## config.mk

```make
export PLATFORM = sky130hd
export DESIGN_NAME = mycpu_mem
export DESIGN_NICKNAME = d
export VERILOG_FILES = /design/src/rtl/mycpu_mem.sv
export SDC_FILE = /design/constraint.sdc
export NUM_CORES = 1
export LEC_CHECK = 0
export BUFFER_PORTS_ARGS = -buffer_cell sky130_fd_sc_hd__buf_4
export CORE_MARGIN = 2
export CORE_UTILIZATION = 36
export CTS_BUF_LIST = sky130_fd_sc_hd__clkbuf_4
export CTS_CLUSTER_DIAMETER = 100
export DETAILED_ROUTE_END_ITERATION = 12
export HOLD_SLACK_MARGIN = 0.1
export PLACE_DENSITY = 0.6
export SYNTH_ARGS = -nofsm -noshare
export SYNTH_HDL_FRONTEND = slang
export SYNTH_SLANG_ARGS = --single-unit
export TNS_END_PERCENT = 30
```

## constraint.sdc

```tcl
create_clock -name clk -period 4.5 [get_ports clk]
set_clock_uncertainty 0.1 [all_clocks]
set_input_delay 0.45 -clock clk [delete_from_list [all_inputs] [get_ports clk]]
set_output_delay 0.45 -clock clk [all_outputs]
set_load 0.01 [all_outputs]
```

## src/rtl/mycpu_mem.sv

```systemverilog
// Memory stage of a simple pipelined CPU: turns EX bundles into SRAM-like
// requests and formats load results for writeback, one bundle in flight.
module mycpu_mem (
    input  logic        clk,
    input  logic        reset,
    input  logic        ex_valid,
    output logic        ex_ready,
    input  logic [31:0] ex_alu_result,
    input  logic [31:0] ex_rt_cont,
    input  logic [4:0]  ex_dest,
    input  logic        ex_reg_we,
    input  logic [2:0]  ex_mem_op,
    output logic        data_req,
    output logic        data_wr,
    output logic [31:0] data_addr,
    output logic [3:0]  data_wstrb,
    output logic [31:0] data_wdata,
    input  logic        data_addr_ok,
    input  logic        data_data_ok,
    input  logic [31:0] data_rdata,
    output logic        wb_valid,
    input  logic        wb_ready,
    output logic [31:0] wb_result,
    output logic [4:0]  wb_dest,
    output logic        wb_reg_we,
    output logic        wb_exc
);

    typedef enum logic [1:0] {IDLE, REQ, WAIT, DONE} state_t;

    localparam logic [2:0] OP_LW  = 3'b001;
    localparam logic [2:0] OP_LB  = 3'b010;
    localparam logic [2:0] OP_LBU = 3'b011;
    localparam logic [2:0] OP_SW  = 3'b100;
    localparam logic [2:0] OP_SB  = 3'b101;

    state_t      state, next_state;
    logic        accept;
    logic        is_mem, is_store, misalign, go_req;
    logic [2:0]  pend_op;
    logic [1:0]  pend_off;
    logic [7:0]  load_byte;
    logic [31:0] load_value;

    // Misaligned word accesses never reach the SRAM; they complete as exceptions.
    always_comb begin
        is_mem   = 1'b0;
        is_store = 1'b0;
        misalign = 1'b0;
        case (ex_mem_op)
            OP_LW: begin
                is_mem   = 1'b1;
                misalign = |ex_alu_result[1:0];
            end
            OP_SW: begin
                is_mem   = 1'b1;
                is_store = 1'b1;
                misalign = |ex_alu_result[1:0];
            end
            OP_LB, OP_LBU: is_mem = 1'b1;
            OP_SB: begin
                is_mem   = 1'b1;
                is_store = 1'b1;
            end
            default: ;
        endcase
        go_req = is_mem & ~misalign;
    end

    always_ff @(posedge clk or posedge reset) begin
        if (reset)
            state <= IDLE;
        else
            state <= next_state;
    end

    always_comb begin
        next_state = state;
        ex_ready   = 1'b0;
        data_req   = 1'b0;
        wb_valid   = 1'b0;
        case (state)
            IDLE: ex_ready = 1'b1;
            REQ: begin
                data_req = 1'b1;
                if (data_addr_ok)
                    next_state = WAIT;
            end
            WAIT: begin
                if (data_data_ok)
                    next_state = DONE;
            end
            DONE: begin
                wb_valid = 1'b1;
                ex_ready = wb_ready;
                if (wb_ready)
                    next_state = IDLE;
            end
            default: next_state = IDLE;
        endcase
        accept = ex_valid & ex_ready;
        if (accept)
            next_state = go_req ? REQ : DONE;
    end

    always_comb begin
        case (pend_off)
            2'd0:    load_byte = data_rdata[7:0];
            2'd1:    load_byte = data_rdata[15:8];
            2'd2:    load_byte = data_rdata[23:16];
            default: load_byte = data_rdata[31:24];
        endcase
        case (pend_op)
            OP_LB:   load_value = {{24{load_byte[7]}}, load_byte};
            OP_LBU:  load_value = {24'd0, load_byte};
            default: load_value = data_rdata;
        endcase
    end

    // WB fields are written at accept time; loads overwrite the result when data returns.
    always_ff @(posedge clk or posedge reset) begin
        if (reset) begin
            data_wr    <= 1'b0;
            data_addr  <= 32'd0;
            data_wstrb <= 4'd0;
            data_wdata <= 32'd0;
            wb_result  <= 32'd0;
            wb_dest    <= 5'd0;
            wb_reg_we  <= 1'b0;
            wb_exc     <= 1'b0;
            pend_op    <= 3'd0;
            pend_off   <= 2'd0;
        end else if (accept) begin
            wb_result <= ex_alu_result;
            wb_dest   <= ex_dest;
            wb_reg_we <= ex_reg_we & ~misalign & ~is_store;
            wb_exc    <= misalign;
            pend_op   <= ex_mem_op;
            pend_off  <= ex_alu_result[1:0];
            if (go_req) begin
                data_addr <= {ex_alu_result[31:2], 2'b00};
                data_wr   <= is_store;
                if (ex_mem_op == OP_SW) begin
                    data_wstrb <= 4'b1111;
                    data_wdata <= ex_rt_cont;
                end else if (ex_mem_op == OP_SB) begin
                    data_wstrb <= 4'b0001 << ex_alu_result[1:0];
                    data_wdata <= {4{ex_rt_cont[7:0]}};
                end else begin
                    data_wstrb <= 4'b0000;
                    data_wdata <= 32'd0;
                end
            end
        end else if (state == WAIT && data_data_ok) begin
            if (pend_op == OP_LW || pend_op == OP_LB || pend_op == OP_LBU)
                wb_result <= load_value;
        end
    end

endmodule

```

# Word level (Yosys, flattened, before mapping)
# Cells that the tools add are included.
[classes]
n_mux = 21
bitwise_logic = 6
n_shift = 1
n_eq_ne = 16
reduce_logical = 15
[op_table]
columns = ["op", "n"]
rows = [
  ["$mux 32", 5],
  ["$pmux 32 s2", 1],
  ["$pmux 8 s3", 1],
  ["$eq 3x2->1 const B", 4],
  ["$mux 2", 5],
  ["$ne 3x3->1 const B", 3],
  ["$mux 4", 2],
  ["$eq 2x2->1 const B", 3],
  ["$eq 3x1->1 const B", 2],
  ["$eq 3x3->1 const B", 2],
  ["$pmux 2 s3", 1],
  ["$reduce_or 2->1", 3],
  ["$mux 1", 5],
  ["$reduce_or 5->1", 1],
  ["$and 1x1->1", 4],
  ["$eq 2x1->1 const B", 2],
  ["$logic_not 2->1", 2],
  ["$reduce_and 2->1", 2],
  ["$reduce_and 4->1", 1],
  ["$reduce_bool 2->1", 2],
  ["$reduce_bool 4->1", 1],
  ["$shl 1x2->4 const A", 1],
  ["$logic_or 1x1->1", 2],
  ["$not 1->1", 2],
  ["2 further kinds", 2],
]
[totals]
ff_bits = 113
inputBits = 111
elab_cells = 70

# Logic depth before layout (Yosys ltp)
# Gate-level depths: netlist of the first run.
[depth]
depth_word = 7
depth_mapped = 8

# Least setup slack after synthesis of the first run
# Ideal clock, no wire load.
[synth_path]
path_type = "register -> register"
from = "register state[0]"
to = "register data_wdata[19]"
setup_slack_ps = 2276
arrival_time_ps = 1998
path_buffers = 1
path_stages_with_launch = 8
period_less_slack_ps = 2224
cell_sequence = "dfrtp_1 > inv_1 > ha_1 > nor2b_1 > nand2_1 > a211oi_4 > buf_6 > mux2_4"
[synth_between]
elab_chain_len = 4
elab_cells_between_ends = 5
cone_classes = "eq/ne: 1; mux: 1; bitwise: 1; reduce/logical: 2"
[synth_lines]
columns = ["element", "line_no", "source"]
rows = [
  ["from (decl)", "37", "state_t state, next_state;"],
  ["from (signal assigned)", "74", "state <= next_state;"],
  ["$eq 2x2->1 or $logic_not 2->1 (tied branches)", "82", "case (state)"],
  ["$pmux 1 s2 (*)", "82", ""],
  ["$and 1x1->1 (*)", "101", "accept = ex_valid & ex_ready;"],
  ["$reduce_and 2->1 (no source line) (*)", "-", ""],
  ["to (signal assigned)", "145", "data_wdata <= ex_rt_cont;"],
  ["to (signal assigned)", "148", "data_wdata <= {4{ex_rt_cont[7:0]}};"],
  ["to (decl)", "17", "output logic [31:0] data_wdata,"],
]
# Mark *: on every way between the ends. The rest lies on a longest branch, timed or not.
# A chain may end at the register's enable or synchronous reset.

# Worst setup path after layout of the first run
[layout_path]
from = "input ex_mem_op[1]"
to = "register data_wdata[5]"
[layout_between]
elab_chain_len = 6
elab_cells_between_ends = 14
cone_classes = "eq/ne: 5; mux: 4; bitwise: 2; reduce/logical: 3"
[layout_lines]
columns = ["element", "line_no", "source"]
rows = [
  ["from (decl)", "12", "input logic [2:0] ex_mem_op,"],
  ["$eq 3x3->1 or $eq 3x1->1 (tied branches)", "50, 143", ""],
  ["$reduce_or 2->1 (no source line)", "-", ""],
  ["$mux 1", "-", ""],
  ["$not 1->1", "67", "go_req = is_mem & ~misalign;"],
  ["$and 1x1->1", "67", ""],
  ["$reduce_and 2->1 (no source line)", "-", ""],
]
# Several ways; a longest one is shown, not always the timed one.

==> results of run 1 <==
## per-stage QoR
| step | utilization [%] | std cells |
|---|---|---|
| floorplan | - | 545 |
| global placement | 48.24 | 935 |
| detailed placement | 48.24 | 935 |
| CTS | 54.09 | 1018 |
| global route | 54.09 | 1018 |
| finish | 54.09 | 1018 |
## sequential cells by signal, indices dropped and copies added (netlist names)
| signal | flops |
|---|---|
| data_addr | 30 |
| data_wr | 1 |
| data_wstrb | 4 |
| pend_op | 3 |
| wb_dest | 5 |
| wb_exc | 1 |
| data_wdata | 32 |
| wb_reg_we | 1 |
| state | 2 |
| pend_off | 2 |
| wb_result | 32 |
## cell type report
cell class              instances  area, um2  share of cell area, %
repair buffers                276       2200                  26.65
multi-input cells             380       2555                  30.96
inverters                       6      25.02                 0.3032
well taps                     211      264.0                  3.199
clock inverters                13      239.0                  2.896
flip-flops and latches        113       2828                  34.26
clock buffers                  19      142.6                  1.728
## how the worst min path moves through the flow
stage,start,to,slack (ps),cells after the start
after floorplan,pend_op[0],pend_op[0],370,2
after global placement,wb_dest[0],wb_dest[0],360,2
after detailed placement,wb_dest[2],wb_dest[2],370,2
after CTS,data_rdata[7],wb_result[7],110,3
after global routing,data_rdata[2],wb_result[2],140,3
final,data_rdata[7],wb_result[7],140,3
## where the power goes
part           switching (mW)  leakage, nW  internal, mW
registers               0.297         1.42          1.46
clock network           0.396        0.201         0.613
logic                    1.04         2.41          1.14
## logic make-up (layout without fill, tap and decap cells)
kind of cell    Yosys count  in the layout
compound gates          124            124
xor+xnor                  1              1
fa+ha+maj                 5              5
buf+inv                  52            314
flops                   113            113
mux                      69             69
other cells               1              2
simple gates            179            179
## worst min-delay path, stage by stage
cell	delay (ps)
buf_4	90
a211oi_1	70
o21ai_0	150
## routing by layer
layer / wire length (um) / GRT usage (%) / share of wire [%] / vias to the layer above
met4: 491 / 9.015 / 2.8 / 0
met1: 7097 / 25.38 / 40 / 2455
met5: 0 / 0 / 0 / -
li1: - / - / - / 2383
met2: 8508 / 35.60 / 48 / 201
met3: 1604 / 8.175 / 9.1 / 35
## timing repair
item,in CTS,in global routing
setup endpoints to repair,0,0
resized for setup,0,0
hold endpoints to repair,158,0
setup buffers,0,0
hold buffers,51,0
## layout by cell type, fill, tap and decap left out, types with 5 or more instances in the layout
master / synthesis / layout
o21ai_2: 10 / 10
inv_1: 6 / 5
mux2i_1: 12 / 12
a2111oi_0: 6 / 6
a21oi_1: 25 / 25
dfrtp_1: 113 / 113
nand2b_1: 28 / 28
o21ai_1: 10 / 10
ha_1: 5 / 5
and3_1: 22 / 22
nor3_1: 7 / 7
clkbuf_4: 0 / 19
nor2_1: 11 / 10
a22o_1: 11 / 11
nand2_1: 97 / 96
dlygate4sd3_1: 0 / 51
mux2_4: 10 / 10
buf_4: 2 / 225
bufinv_16: 0 / 7
o21ai_0: 49 / 49
mux2_2: 44 / 44
==> flow_summary.json, run 1 <==
{
  "status": "finished clean",
  "final_cell_area_um2": 8253,
  "synthAdderAreaFrac_pct": 1.107,
  "async_flop_share_pct": 100.0,
  "p_leak_nw": 4.037,
  "die_y_um": 129.3,
  "pre_cts_slack_ps": 1793,
  "synth_edf_count": 0,
  "overflow": 0,
  "clock.fmax_mhz": 361.8,
  "hold_slack_ps": 136.6,
  "ys_ff_latch": 113,
  "hold_path.class": "input port to register",
  "ant_nets": 0,
  "antenna_found_initial": 0,
  "crit_path_start": "ex_mem_op[1]",
  "place_hpwl_um": 12440,
  "tns_ps": 0,
  "endpoint": "data_wdata[5]",
  "postLayoutSetupSlackWorst_ps": 1736,
  "yosysMostFrequentCell": "dfrtp_1",
  "grt_setup_unrepaired": "false",
  "start_util_pct": 37.04,
  "root_buffer": "clkbuf_4",
  "reg2reg_setup_slack_ps": 1810,
  "wire_per_inst_um": 17.39,
  "core_area_um2": 15260,
  "synth-xor-area-share_pct": 0.1550,
  "synth_top_family_by_area": "simple AND/OR/NAND/NOR gates",
  "setup_viol": 0,
  "h-tree-depth": 4,
  "die-area_um2": 16720,
  "rows": 45,
  "critPathBufInv": 2,
  "dr.pass1.iters": 4,
  "period_needed_ps": 2764,
  "hold_viol": 0,
  "required_ps": 4880,
  "dr_total_vias": 5074,
  "drtIter0Drc": 219,
  "clk_pin_slew_ps": 110,
  "reg2reg_to": "data_wdata[5]",
  "ys.flop_type": "dfrtp_1",
  "cts.path.max_buffers": 2,
  "slew_violations": 0,
  "total_power_mw": 4.950,
  "cts_inserted_buffers": 17,
  "cap_violations": 0,
  "fin_crit_sh_pct": 61.43,
  "cp_cell_sequence": "dlygate4sd3_1, buf_4, nand2b_1, nor3_1, a22o_1",
  "tightest_slew_ps": 1168,
  "fillCellCount": 1370,
  "r2r_cells": 6,
  "crit_slowest_cell": "nor3_1",
  "grt_usage_pct": 21.60,
  "synth_warnings": 0,
  "cpPeakStageDelay_ps": 1130,
  "synth_cells": 544,
  "critPathArrivalTime_ps": 3140,
  "grt_start_max_net_pins": 78,
  "grt_pass1_vias": 5248,
  "ys_seq_area_share_pct": 50.03,
  "gp_congestion": 0.8295,
  "syn_area_um2": 5652,
  "synth_cell_types": 48,
  "relSlewSlack_pct": 21.51,
  "die_w_um": 129.3,
  "crit_fanout": 27,
  "path_depth": 5,
  "setup.worst_path.end_class": "register",
  "drive_gt1_share_pct": 40.64,
  "numClockSinks": 113,
  "areaGrowthSynthToFinish_pct": 46.03,
  "syn_avg_cell_area_um2": 10.39,
  "io-pin-count": 222,
  "p_per_area_nw_per_um2": 599.8,
  "start_kind": "input port",
  "synth_common_cells": "113 x dfrtp_1, 97 x nand2_1, 49 x o21ai_0",
  "drcViolationCount": 0,
  "port_buffers": 219,
  "criticalPathCategory": "input port to register",
  "antenna_cells": 0,
  "clock_latency_ps": 550,
  "crit_family": "simple AND/OR/NAND/NOR gates",
  "synthMuxAreaShare_pct": 14.61,
  "grt_pass1_wl_um": 27790,
  "yosysTopAreaCellShare_pct": 50.03,
  "fin_nets": 910,
  "vias_per_cell": 4.984,
  "synth_compound_area_share_pct": 13.77,
  "synth_area_leader_cell": "dfrtp_1",
  "yosys.area_share.simple_pct": 15.25,
  "synth_area_leaders": "dfrtp_1 50%, mux2_2 8.8%, nand2_1 6.4%",
  "postPlaceCellArea_um2": 7361,
  "reg2reg_from": "state[0]",
  "ir_worst_vdd_uv": 291.7,
  "cts_tree": "done",
  "drt-total-wl_um": 17700
}
(Power assumes the default switching activity.)
==> inputs of run 2 (changes only) <==
Settings changed: PLACE_DENSITY 0.6 to 0.62.
Clock period 4.5 ns to 2.4 ns, I/O delays scaled along.
==> run 2 against run 1 <==
  * Utilization increased by 4.3 points
  * Via count increased by 5.7%
  * Total power increased by 85%
  * Critical endpoint is now wb_result[3]
  * Non-clock buffer count increased by 70
  * Sequential cell count unchanged
==> flow_summary.json, run 2 (synthesis gave the netlist of run 1 again) <==
{
  "fin_nets": 980,
  "reg.largest.list": "data_wdata x32, wb_result x32, data_addr x30",
  "clock_latency_ps": 530,
  "root_buffer": "clkbuf_4",
  "port_buffers": 219,
  "layout.cells.most_common_list": "231 x buf_4, 112 x dfrtp_1, 111 x dlygate4sd3_1",
  "die-area_um2": 16720,
  "start_util_pct": 37.04,
  "p_per_area_nw_per_um2": 1027,
  "numClockSinks": 113,
  "clk_pin_slew_ps": 90,
  "crit_fanout": 8,
  "wire_per_inst_um": 17.05,
  "slew_violations": 0,
  "postPlaceCellArea_um2": 7480,
  "critPathArrivalTime_ps": 2580,
  "status": "finished clean",
  "criticalPathCategory": "register to register",
  "dr.pass1.iters": 5,
  "rows": 45,
  "setup.worst_path.end_class": "register",
  "wl_met3_um": 1313,
  "tightest_slew_ps": 514.6,
  "fillCellCount": 1292,
  "cts.path.max_buffers": 2,
  "drtIter0Drc": 268,
  "required_ps": 2680,
  "antenna_found_initial": 1,
  "ir_worst_vdd_uv": 594.8,
  "grt_pass1_wl_um": 29590,
  "fin_crit_sh_pct": 95.54,
  "h-tree-depth": 4,
  "hold_path.class": "input port to register",
  "areaGrowthSynthToFinish_pct": 57.72,
  "wl_met1_um": 7741,
  "cts_inserted_buffers": 17,
  "routed.top_layer": "met4",
  "hold_viol": 0,
  "grt_pass1_vias": 5712,
  "die_y_um": 129.3,
  "dr_wl_met2_um": 9029,
  "io-pin-count": 222,
  "cap_violations": 0,
  "final_cell_area_um2": 8914,
  "clock.fmax_mhz": 436.1,
  "drt-total-wl_um": 18560,
  "vias_per_cell": 4.927,
  "overflow": 0,
  "core_area_um2": 15260,
  "start_kind": "register",
  "gp_congestion": 0.8471,
  "die_w_um": 129.3,
  "mostFrequentLayoutCell": "buf_4",
  "grt_start_max_net_pins": 60,
  "drive_gt1_share_pct": 39.11,
  "hold_slack_ps": 234.9,
  "place_hpwl_um": 12710,
  "relSlewSlack_pct": 65.61,
  "dr_total_vias": 5365,
  "period_needed_ps": 2293,
  "p_leak_nw": 4.299,
  "setup_viol": 0,
  "grt_usage_pct": 22.65,
  "ant_nets": 0,
  "cts_tree": "done",
  "drcViolationCount": 0
}
[run 2: worst max-delay path, stage by stage (launching register included)]
cell	delay, ps
dfrtp_1	410
inv_1	100
ha_1	240
o211ai_1	180
or2_2	400
a2111oi_1	540
o21ai_0	180
[run 2: cell type report]
cell class / instances / area, um2 / share of cell area [%]
multi-input cells: 380 / 2571 / 28.85
flip-flops and latches: 113 / 2829 / 31.74
well taps: 211 / 264.0 / 2.962
inverters: 6 / 26.28 / 0.2948
clock inverters: 15 / 167.7 / 1.881
clock buffers: 17 / 127.6 / 1.432
repair buffers: 346 / 2925 / 32.82
diodes: 1 / 2.502 / 0.02807
[run 2: metal layers]
layer / vias up / GRT usage [%]
met5: - / 0
met4: 0 / 8.440
met3: 31 / 6.276
met2: 223 / 38.64
met1: 2588 / 27.39
li1: 2523 / -
[run 2: path summary, 6_finish.rpt]
path	startpoint	to	slack [ps]	cells past startpoint
worst min register to register	wb_dest[2]	wb_dest[2]	390	2
worst min-delay path	wb_ready	state[0]	230	5
max in group asynchronous	reset	wb_result[25]	1630	4
worst max register to register	state[0]	wb_result[3]	110	6
worst max-delay path	state[0]	wb_result[3]	110	6
min in group asynchronous	reset	wb_dest[3]	280	4
[run 2: timing repair]
item	4_1_cts	5_1_grt
endpoints found under the setup margin	2	38
resized for setup	2	6
hold endpoints to repair	224	0
hold buffers	111	0
cloned	0	0
setup buffers	0	1
[run 2: power breakdown]
| part | internal [mW] | leakage, nW | total [mW] | switching [mW] |
|---|---|---|---|---|
| sequential | 2.74 | 1.42 | 3.24 | 0.501 |
| combinational | 2.30 | 2.73 | 4.41 | 2.11 |
| clock | 0.712 | 0.146 | 1.50 | 0.792 |
| total | 5.76 | 4.30 | 9.16 | 3.40 |
[run 2: through the flow]
step	setup slack (ps)	power (mW)	cells	TNS (ps)	util, %
final	107.1	9.159	1089	0	58.42
after global routing	-5.636	9.746	1089	-5.636	58.42
after CTS	28.25	9.176	1087	0	58.25
after detailed placement	-23.69	7.485	944	-32.52	49.02
after global placement	20.26	7.333	944	0	49.02
after floorplan	176.5	5.505	545	0	-
